## src/rtl/led_pattern_gen.sv

```systemverilog
// led_pattern_gen: generates the three LED patterns (shift, shift2, flash)
// that the downstream sequence mux selects between. A programmable-rate
// prescaler produces a one-clock step tick, and all three patterns advance
// together on that tick.
//
// Optional build macro: LED_PINGPONG_EN
//   undefined : o_shift2_leds rotates one-hot toward the LSB.
//   defined   : o_shift2_leds bounces between LSB and MSB (ping-pong),
//               tracked by a one-bit direction register.
//
// Event priority at a clock edge: reset > rate change > terminal count.
// All outputs are registered.
module led_pattern_gen #(
  parameter int NB_LEDS  = 4,
  parameter int NB_COUNT = 32,
  parameter int COUNT_R0 = 2**22,
  parameter int COUNT_R1 = 2**23,
  parameter int COUNT_R2 = 2**24,
  parameter int COUNT_R3 = 2**25
) (
  input  logic               i_clk,
  input  logic               i_rst,
  input  logic               i_enable,
  input  logic [1:0]         i_rate_sel,
  output logic [NB_LEDS-1:0] o_shift_leds,
  output logic [NB_LEDS-1:0] o_shift2_leds,
  output logic [NB_LEDS-1:0] o_flash_leds,
  output logic               o_tick
);

  localparam logic [NB_COUNT-1:0] ONE = NB_COUNT'(1);

  // A period of zero clocks has no meaning; it is treated as one clock.
  localparam logic [NB_COUNT-1:0] RAW_R0   = NB_COUNT'(COUNT_R0);
  localparam logic [NB_COUNT-1:0] RAW_R1   = NB_COUNT'(COUNT_R1);
  localparam logic [NB_COUNT-1:0] RAW_R2   = NB_COUNT'(COUNT_R2);
  localparam logic [NB_COUNT-1:0] RAW_R3   = NB_COUNT'(COUNT_R3);
  localparam logic [NB_COUNT-1:0] LIMIT_R0 = (RAW_R0 == '0) ? ONE : RAW_R0;
  localparam logic [NB_COUNT-1:0] LIMIT_R1 = (RAW_R1 == '0) ? ONE : RAW_R1;
  localparam logic [NB_COUNT-1:0] LIMIT_R2 = (RAW_R2 == '0) ? ONE : RAW_R2;
  localparam logic [NB_COUNT-1:0] LIMIT_R3 = (RAW_R3 == '0) ? ONE : RAW_R3;

  localparam logic [NB_LEDS-1:0] LSB_HOT = NB_LEDS'(1);

  // Prescaler state
  logic [NB_COUNT-1:0] count;
  logic [NB_COUNT-1:0] count_d;
  logic [1:0]          rate_sel_q;
  logic [NB_COUNT-1:0] limit;
  logic                rate_change;
  logic                terminal;
  logic                tick_d;
  logic                step;

  // Next pattern values
  logic [NB_LEDS-1:0]  shift_d;
  logic [NB_LEDS-1:0]  shift2_d;
  logic [NB_LEDS-1:0]  flash_d;
  logic [NB_LEDS-1:0]  shift2_rst;

  // Period selection; while the rate is stable rate_sel_q equals i_rate_sel,
  // and on a change the count is cleared regardless of the limit.
  always_comb begin
    limit = LIMIT_R0;
    case (rate_sel_q)
      2'd0:    limit = LIMIT_R0;
      2'd1:    limit = LIMIT_R1;
      2'd2:    limit = LIMIT_R2;
      default: limit = LIMIT_R3;
    endcase
  end

  // Prescaler next state: rate change beats terminal count; enable low holds.
  always_comb begin
    rate_change = (i_rate_sel != rate_sel_q);
    terminal    = (count == (limit - ONE));
    count_d     = count;
    tick_d      = 1'b0;
    step        = 1'b0;
    if (rate_change) begin
      count_d = '0;
    end else if (i_enable) begin
      if (terminal) begin
        count_d = '0;
        tick_d  = 1'b1;
        step    = 1'b1;
      end else begin
        count_d = count + ONE;
      end
    end
  end

  // Shift rotates toward the MSB; flash toggles between all-zeros and all-ones.
  always_comb begin
    shift_d = o_shift_leds;
    flash_d = o_flash_leds;
    if (step) begin
      shift_d = {o_shift_leds[NB_LEDS-2:0], o_shift_leds[NB_LEDS-1]};
      flash_d = ~o_flash_leds;
    end
  end

`ifdef LED_PINGPONG_EN
  typedef enum logic {
    DIR_UP   = 1'b0,
    DIR_DOWN = 1'b1
  } dir_t;

  dir_t dir;
  dir_t dir_d;

  assign shift2_rst = LSB_HOT;

  // Ping-pong: move one place in the current direction and turn around as
  // soon as an end position is reached, so no position repeats at a turn.
  always_comb begin
    dir_d    = dir;
    shift2_d = o_shift2_leds;
    if (step) begin
      if (dir == DIR_UP) begin
        shift2_d = o_shift2_leds << 1;
        if (shift2_d[NB_LEDS-1]) dir_d = DIR_DOWN;
      end else begin
        shift2_d = o_shift2_leds >> 1;
        if (shift2_d[0]) dir_d = DIR_UP;
      end
    end
  end

  // Direction register
  always_ff @(posedge i_clk) begin
    if (i_rst) begin
      dir <= DIR_UP;
    end else begin
      dir <= dir_d;
    end
  end
`else
  assign shift2_rst = LSB_HOT << (NB_LEDS - 1);

  // Shift2 rotates toward the LSB.
  always_comb begin
    shift2_d = o_shift2_leds;
    if (step) begin
      shift2_d = {o_shift2_leds[0], o_shift2_leds[NB_LEDS-1:1]};
    end
  end
`endif

  // State registers; rate_sel_q samples the selector every cycle, reset too.
  always_ff @(posedge i_clk) begin
    rate_sel_q <= i_rate_sel;
    if (i_rst) begin
      count         <= '0;
      o_tick        <= 1'b0;
      o_shift_leds  <= LSB_HOT;
      o_shift2_leds <= shift2_rst;
      o_flash_leds  <= '0;
    end else begin
      count         <= count_d;
      o_tick        <= tick_d;
      o_shift_leds  <= shift_d;
      o_shift2_leds <= shift2_d;
      o_flash_leds  <= flash_d;
    end
  end

endmodule
```

## config.mk

```make
export PLATFORM = sky130hd
export DESIGN_NAME = led_pattern_gen
export DESIGN_NICKNAME = d
export VERILOG_FILES = /design/src/rtl/led_pattern_gen.sv
export SDC_FILE = /design/constraint.sdc
export NUM_CORES = 1
export LEC_CHECK = 0
export CORE_ASPECT_RATIO = 0.7
export CORE_MARGIN = 3
export CORE_UTILIZATION = 45
export DETAILED_ROUTE_END_ITERATION = 6
export GPL_TIMING_DRIVEN = 0
export HOLD_SLACK_MARGIN = 0.1
export PLACE_DENSITY_LB_ADDON = 0.05
export SYNTH_ARGS = -nofsm -noshare
export SYNTH_HDL_FRONTEND = slang
export SYNTH_SLANG_ARGS = --single-unit
```

## constraint.sdc

```tcl
create_clock -name i_clk -period 2.2 [get_ports i_clk]
set_clock_uncertainty 0.15 [all_clocks]
set_input_delay 0.22 -clock i_clk [delete_from_list [all_inputs] [get_ports i_clk]]
set_output_delay 0.22 -clock i_clk [all_outputs]
set_load 0.03 [all_outputs]
```

==> results.tsv, run 1 <==
metric	value	unit
Final GP Congestion	0.800	
Final Net Count	286	
CTS tree	done	
maxcap violations	0	
area grow syn2layout	28.0	%
H-Tree Depth	2	
Critical Path End Type	flop	
Mapped Cells	250	
Die Span X	87.7	um
violated checks	negative setup slack	
Initial Util	47.5	%
largest fanout on the critical path	8	
Netlist cell types	31	
sequential share of power	57.8	%
Least-Margin Pin Slew	504	ps
I/O pins	18	
PwrDens	550	mW/mm^2
top-area cell type share of the netlist area	44.7	%
RR Startpoint	count[1]	
hold buffers post-CTS	0	
DRC Markers	0	
sequential element share of the synthesized area	44.7	%
CTS buffer count	5	
Final Max Tran Viols	0	
CP Class	reg -> reg	
first-pass GRT wire length	7420	um
Finished Layout Cells	336	
Port Buf Inserts	17	
dpl cells	322	
core box area	0.00443	sq mm
Clock Latency Late Sink	300	ps
crit path DAT	2310	ps
Hold Slack	257	ps
Die Height	63.2	um
Logic pwr share	3.8	%
Post-synth EDFFs	0	
Fillers	412	
Avg Cell Area, Syn	8.41	sq um
Period Utilization, post-route	101	%
remaining global-route overflow	0	
Synth Cell Area	0.00210	sq mm
maximum clock rate	0.451	GHz
Net Count, Synth	256	
routed length per instance	13.1	um
CTS Buffer Depth	2	
sw frac	21.4	%
Top FF cell, synth	dfxtp_1	
R2R cell count	6	
crit path time final	2220	ps
Worst Setup SP	count[1]	
Slew headroom	66.4	%
largest net degree at the start of global routing	14	
status	finished, violations left	
Detailed Routing Iterations Pass 1	5	
row cnt	20	
min-delay worst type	in -> reg	
Int Pwr	1160	uW
YS warnings	0	
Final Routed Wirelength	4410	um
vias in the first global route	1568	
total power	1480	uW
Lkg Pwr	0.000794	uW
Final WS setup	-18.4	ps
ant diodes	0	
initial antenna violation count	0	
Clock Sinks	47	
Clk pwr share	38.4	%
DRT antenna net count	0	
RSZ-0062 raised after global routing	true	
initial drt markers	88	
All-Layer GR Usage	16.8	%
Setup WS pre-CTS	-564	ps
Clock transition at path regs	90	ps
Vias	1768	
critical path launch point type	flop	
Die ar.	0.00554	sq mm
CP required	2290	ps
P_sw	316	uW
r2r setup slk	-20	ps
vias per cell	5.26	
dpl hpwl	2910	um
share of synthesized registers carrying an async set or reset	0	%
reg-to-reg endpoint	o_flash_leds[3]	
Final Hold Viols	0	
Synth Register Bits	47	
IR drop worst, VDD	0.000358	V
share of layout cells above drive strength 1	20.3	%
post-layout util	60.8	%
Yosys top cell by area	dfxtp_1	
Root Driver	clkbuf_8	
Synth area leaders	dfxtp_1 (45%), xnor2_1 (12%), nor2_1 (7.5%)	
Final Setup Violations	1	
Worst setup endpoint	o_flash_leds[3]	
==> worst min path at each step <==
stage	from	endpoint	slack, ps	cells after the start
floorplan	i_rate_sel[0]	rate_sel_q[0]	100	0
global placement	o_flash_leds[3]	o_flash_leds[3]	320	2
detailed placement	o_shift2_leds[1]	o_shift2_leds[0]	330	2
CTS	i_rate_sel[1]	rate_sel_q[1]	250	1
global route	i_rate_sel[1]	rate_sel_q[1]	240	1
finish	i_rate_sel[1]	rate_sel_q[1]	260	1
==> area by class of cell <==
type	count	area, sq um	share of cell area (%)
multi-input combinational	187	1230	45.6
sequential	47	956	35.5
timing repair buffer	26	256	9.53
clock buffer	8	100	3.72
buffer	9	68.8	2.56
tap	55	68.8	2.56
inverter	4	15.0	0.558
==> metrics by stage <==
step	TNS (ps)	cell area [sq um]
after CTS	-188	2590
after global routing	-1460	2690
after floorplan	0	2100
after global placement	-21980	2340
final	-18.4	2690
after detailed placement	-21200	2340
==> routing by layer <==
layer / wire length, um / vias to the layer above / GRT usage [%]
li1: - / 928 / -
met1: 2450 / 812 / 25.2
met2: 1790 / 26 / 23.0
met3: 153 / 2 / 4.05
met4: 14 / 0 / 5.75
met5: 0 / - / 0
==> cells in the final DEF, fill, tap and decap left out, types with 3 or more instances in the layout <==
master,netlist,routed
a21oi_1,11,10
and3_1,3,3
buf_2,2,3
buf_4,0,5
buf_6,0,4
clkbuf_1,10,4
clkbuf_8,0,9
clkdlybuf4s50_1,0,16
dfxtp_1,47,39
dfxtp_2,0,6
inv_1,4,4
nand2_1,14,14
nand3_1,17,16
nand4_1,10,10
nor2_1,42,41
nor3_1,11,9
nor4_2,0,4
o21ai_0,13,3
o21ai_1,0,3
o21ai_2,0,7
or3_1,7,6
xnor2_1,29,29
xor2_1,5,5
==> critical path: stages, from the launching register on <==
cell and delay, ps:
dfxtp_2 360, ha_4 140, nand3_2 80, or4_4 510, or3_4 450, or3_4 340, a21oi_2 130
==> logic make-up (layout without fill, tap and decap cells) <==
kind of cell,after synthesis,in the layout,synth area share (%)
simple gates,122,122,29.3
flops,47,47,44.7
xor+xnor,34,34,14.2
compound gates,29,29,7.79
buf+inv,16,47,2.97
fa+ha+maj,1,1,0.595
mux,1,1,0.476
==> flip-flops by register name, summed over array words and instances (netlist names) <==
name           cells
rate_sel_q         2
o_flash_leds       4
o_shift_leds       4
o_tick             1
o_shift2_leds      4
count             32
==> synthesized netlist by cell type, drive strengths merged, types with 2 or more instances <==
library cell,count
nand3,17
nor4,6
nand4,11
nor3,11
and3,3
inv,4
a21oi,11
or4,4
or3,8
dfxtp,47
xor2,5
nor2,42
o21ai,13
xnor2,29
nand2,14
and4,2
buf,2
clkbuf,10
==> power by group through the flow <==
| stage | logic (uW) | clock network (uW) | registers [uW] |
|---|---|---|---|
| 5_1_grt | 62.5 | 634 | 856 |
| 6_report | 56.7 | 569 | 855 |
| 3_5_place_dp | 41.5 | 0 | 877 |
| 2_1_floorplan | 24.5 | 0 | 876 |
| 3_3_place_gp | 42.1 | 0 | 876 |
| 4_1_cts | 46.2 | 594 | 857 |
==> repair_timing <==
| item | 4_1_cts | 5_1_grt |
|---|---|---|
| cloned | 1 | 2 |
| setup buffers | 4 | 2 |
| gates resized for setup | 40 | 29 |
| setup endpoints to repair | 42 | 43 |
| pin swaps | 4 | 4 |
Power figures use the tool's default switching activity.
==> run 2, diff against run 1 <==
SLEW_MARGIN = 20   (was not set)
==> results of run 2 <==
Final layout, timing and power as in run 1 (identical DEF).
==> run 3, diff against run 2 <==
CORE_UTILIZATION = 51   (was 45)
==> results.tsv, run 3 (synthesized netlist as in run 1, its figures left out) <==
metric	value	unit	change
critical path's slowest cell	or4_4		
dpl hpwl	2890	um	-0.41%
Die Height	59.7	um	-5.5%
register area	955	sq um	-0.13%
Die ar.	0.00494	sq mm	-11%
commonest non-fill, non-tap cell in the layout	nor2_1		
most frequent cells in the layout	nor2_1 (41), dfxtp_1 (40), xnor2_1 (29)		
busiest grt layer	met2		
Clock transition at path regs	90	ps	about the same
Finished Layout Cells	330		-1.8%
maximum clock rate	0.459	GHz	+1.8%
RSZ-0062 raised after global routing	true		
area grow syn2layout	28.9	%	
Critical Path End Type	flop		
status	finished, final reports clean		
Top delay family on crit path	simple AND/OR/NAND/NOR gates		
CTS buffer count	5		unchanged
CTS tree	done		
Fillers	312		-24%
Port Buf Inserts	17		unchanged
maxcap violations	0		unchanged
Clock Sinks	47		unchanged
remaining global-route overflow	0		unchanged
Clock Latency Late Sink	300	ps	about the same
CTS Buffer Depth	2		unchanged
routed length per instance	13.6	um	+3.5%
DRT antenna net count	0		unchanged
Lkg Pwr	0.000812	uW	+2.3%
vias per cell	5.55		+5.4%
setup tns final	0	ps	+18.4 ps
initial antenna violation count	0		unchanged
IR drop worst, VDD	0.000489	V	+37%
Hold Slack	258	ps	+0.134 ps
largest fanout on the critical path	8		unchanged
Period Utilization, post-route	99.0	%	-1.8 points
Detailed Routing Iterations Pass 1	4		-1
share of layout cells above drive strength 1	20.4	%	+0.072 points
initial drt markers	74		-16%
max reg flops	32		unchanged
vias in the first global route	1668		+6.4%
Initial Util	56.3	%	+8.8 points
CP most frequent cell	or3_4		
crit path time final	2180	ps	-39.5 ps
row cnt	18		-10%
Final Hold Viols	0		unchanged
Final Setup Violations	0		-1
H-Tree Depth	2		unchanged
crit path DAT	2270	ps	-40 ps
GRT met2 Usage	29.6	%	+6.5 points
Biggest register	count		
met1 Resource Use GR	27.2	%	+2.0 points
Least-Margin Pin Slew	528	ps	+24.3 ps
worst path cell trace	ha_4 > nand3_2 > or4_4 > or3_4 > or3_4 > a21oi_2		
Final Routed Wirelength	4480	um	+1.7%
CP Class	reg -> reg		
slowest stage delay, CP	520	ps	about the same
ant diodes	0		unchanged
worst path bufs/invs	0		unchanged
dpl cells	317		-1.6%
CP required	2290	ps	about the same
largest net degree at the start of global routing	15		+1
PwrDens	578	mW/mm^2	+5.1%
Slew headroom	64.8	%	-1.6 points
Die Span X	82.8	um	-5.7%
Multi-input gate area	0.00124	sq mm	+1.4%
first-pass GRT wire length	7440	um	+0.19%
All-Layer GR Usage	19.6	%	+2.9 points
core box area	0.00374	sq mm	-16%
I/O pins	18		unchanged
min-delay worst type	in -> reg		
met3 Resource Use GR	5.12	%	+1.1 points
Final Net Count	285		-0.35%
Root Driver	clkbuf_8		
critical path launch point type	flop		
Final Max Tran Viols	0		unchanged
Final GP Congestion	0.782		-2.2%
DRC Markers	0		unchanged
r2r setup slk	20	ps	+40 ps
Vias	1830		+3.5%
-- run 3: cell types whose count changed in the layout (fill, tap and decap cells not counted), sizes merged --
cell,previous run,this run
buf,13,14
bufinv,0,1
clkbuf,13,9
clkinv,0,1
-- run 3: metrics by stage --
step	total power [uW]	utilization [%]	instance area, sq um	worst slack (ps)
after global placement	918	62.5	2340	-556
after CTS	1570	70.2	2630	-78.8
after floorplan	900	-	2100	0.133
final	1570	72.5	2710	21.1
after global routing	1620	72.5	2710	-63.1
after detailed placement	918	62.5	2340	-590
-- run 3: final timing paths --
check	start	endpoint	cells past startpoint
min	i_rate_sel[0]	rate_sel_q[0]	1
max	count[0]	o_flash_leds[0]	6
max reg2reg	count[0]	o_flash_leds[0]	6
min reg2reg	o_shift_leds[1]	o_shift_leds[1]	2
-- run 3: cell type report --
type	count	share of cell area, %
multi-input cells	187	45.9
flip-flops and latches	47	35.2
repair buffers	25	8.72
clock buffers	6	3.05
plain buffers	9	3.00
well taps	50	2.31
clock inverters	2	1.29
inverters	4	0.554
-- run 3: power breakdown --
part,internal [uW],switching (uW),total (uW)
Clock,368,289,657
Combinational,25.9,29.9,55.9
Sequential,850,4.33,855
Total,1240,323,1570
-- run 3: layer usage --
layer / routed length, um / share of wire, %
met3: 179 / 4.0
met5: 0 / 0
met2: 1960 / 44
met4: 64 / 1.4
met1: 2280 / 51
-- run 3: timing repair --
| action | in CTS | in global routing |
|---|---|---|
| hold buffers | 0 | 0 |
| pin swaps | 6 | 4 |
| cloned | 1 | 0 |
| resized for setup | 45 | 25 |
| endpoints found under the setup margin | 42 | 43 |
| buffers inserted | 6 | 1 |
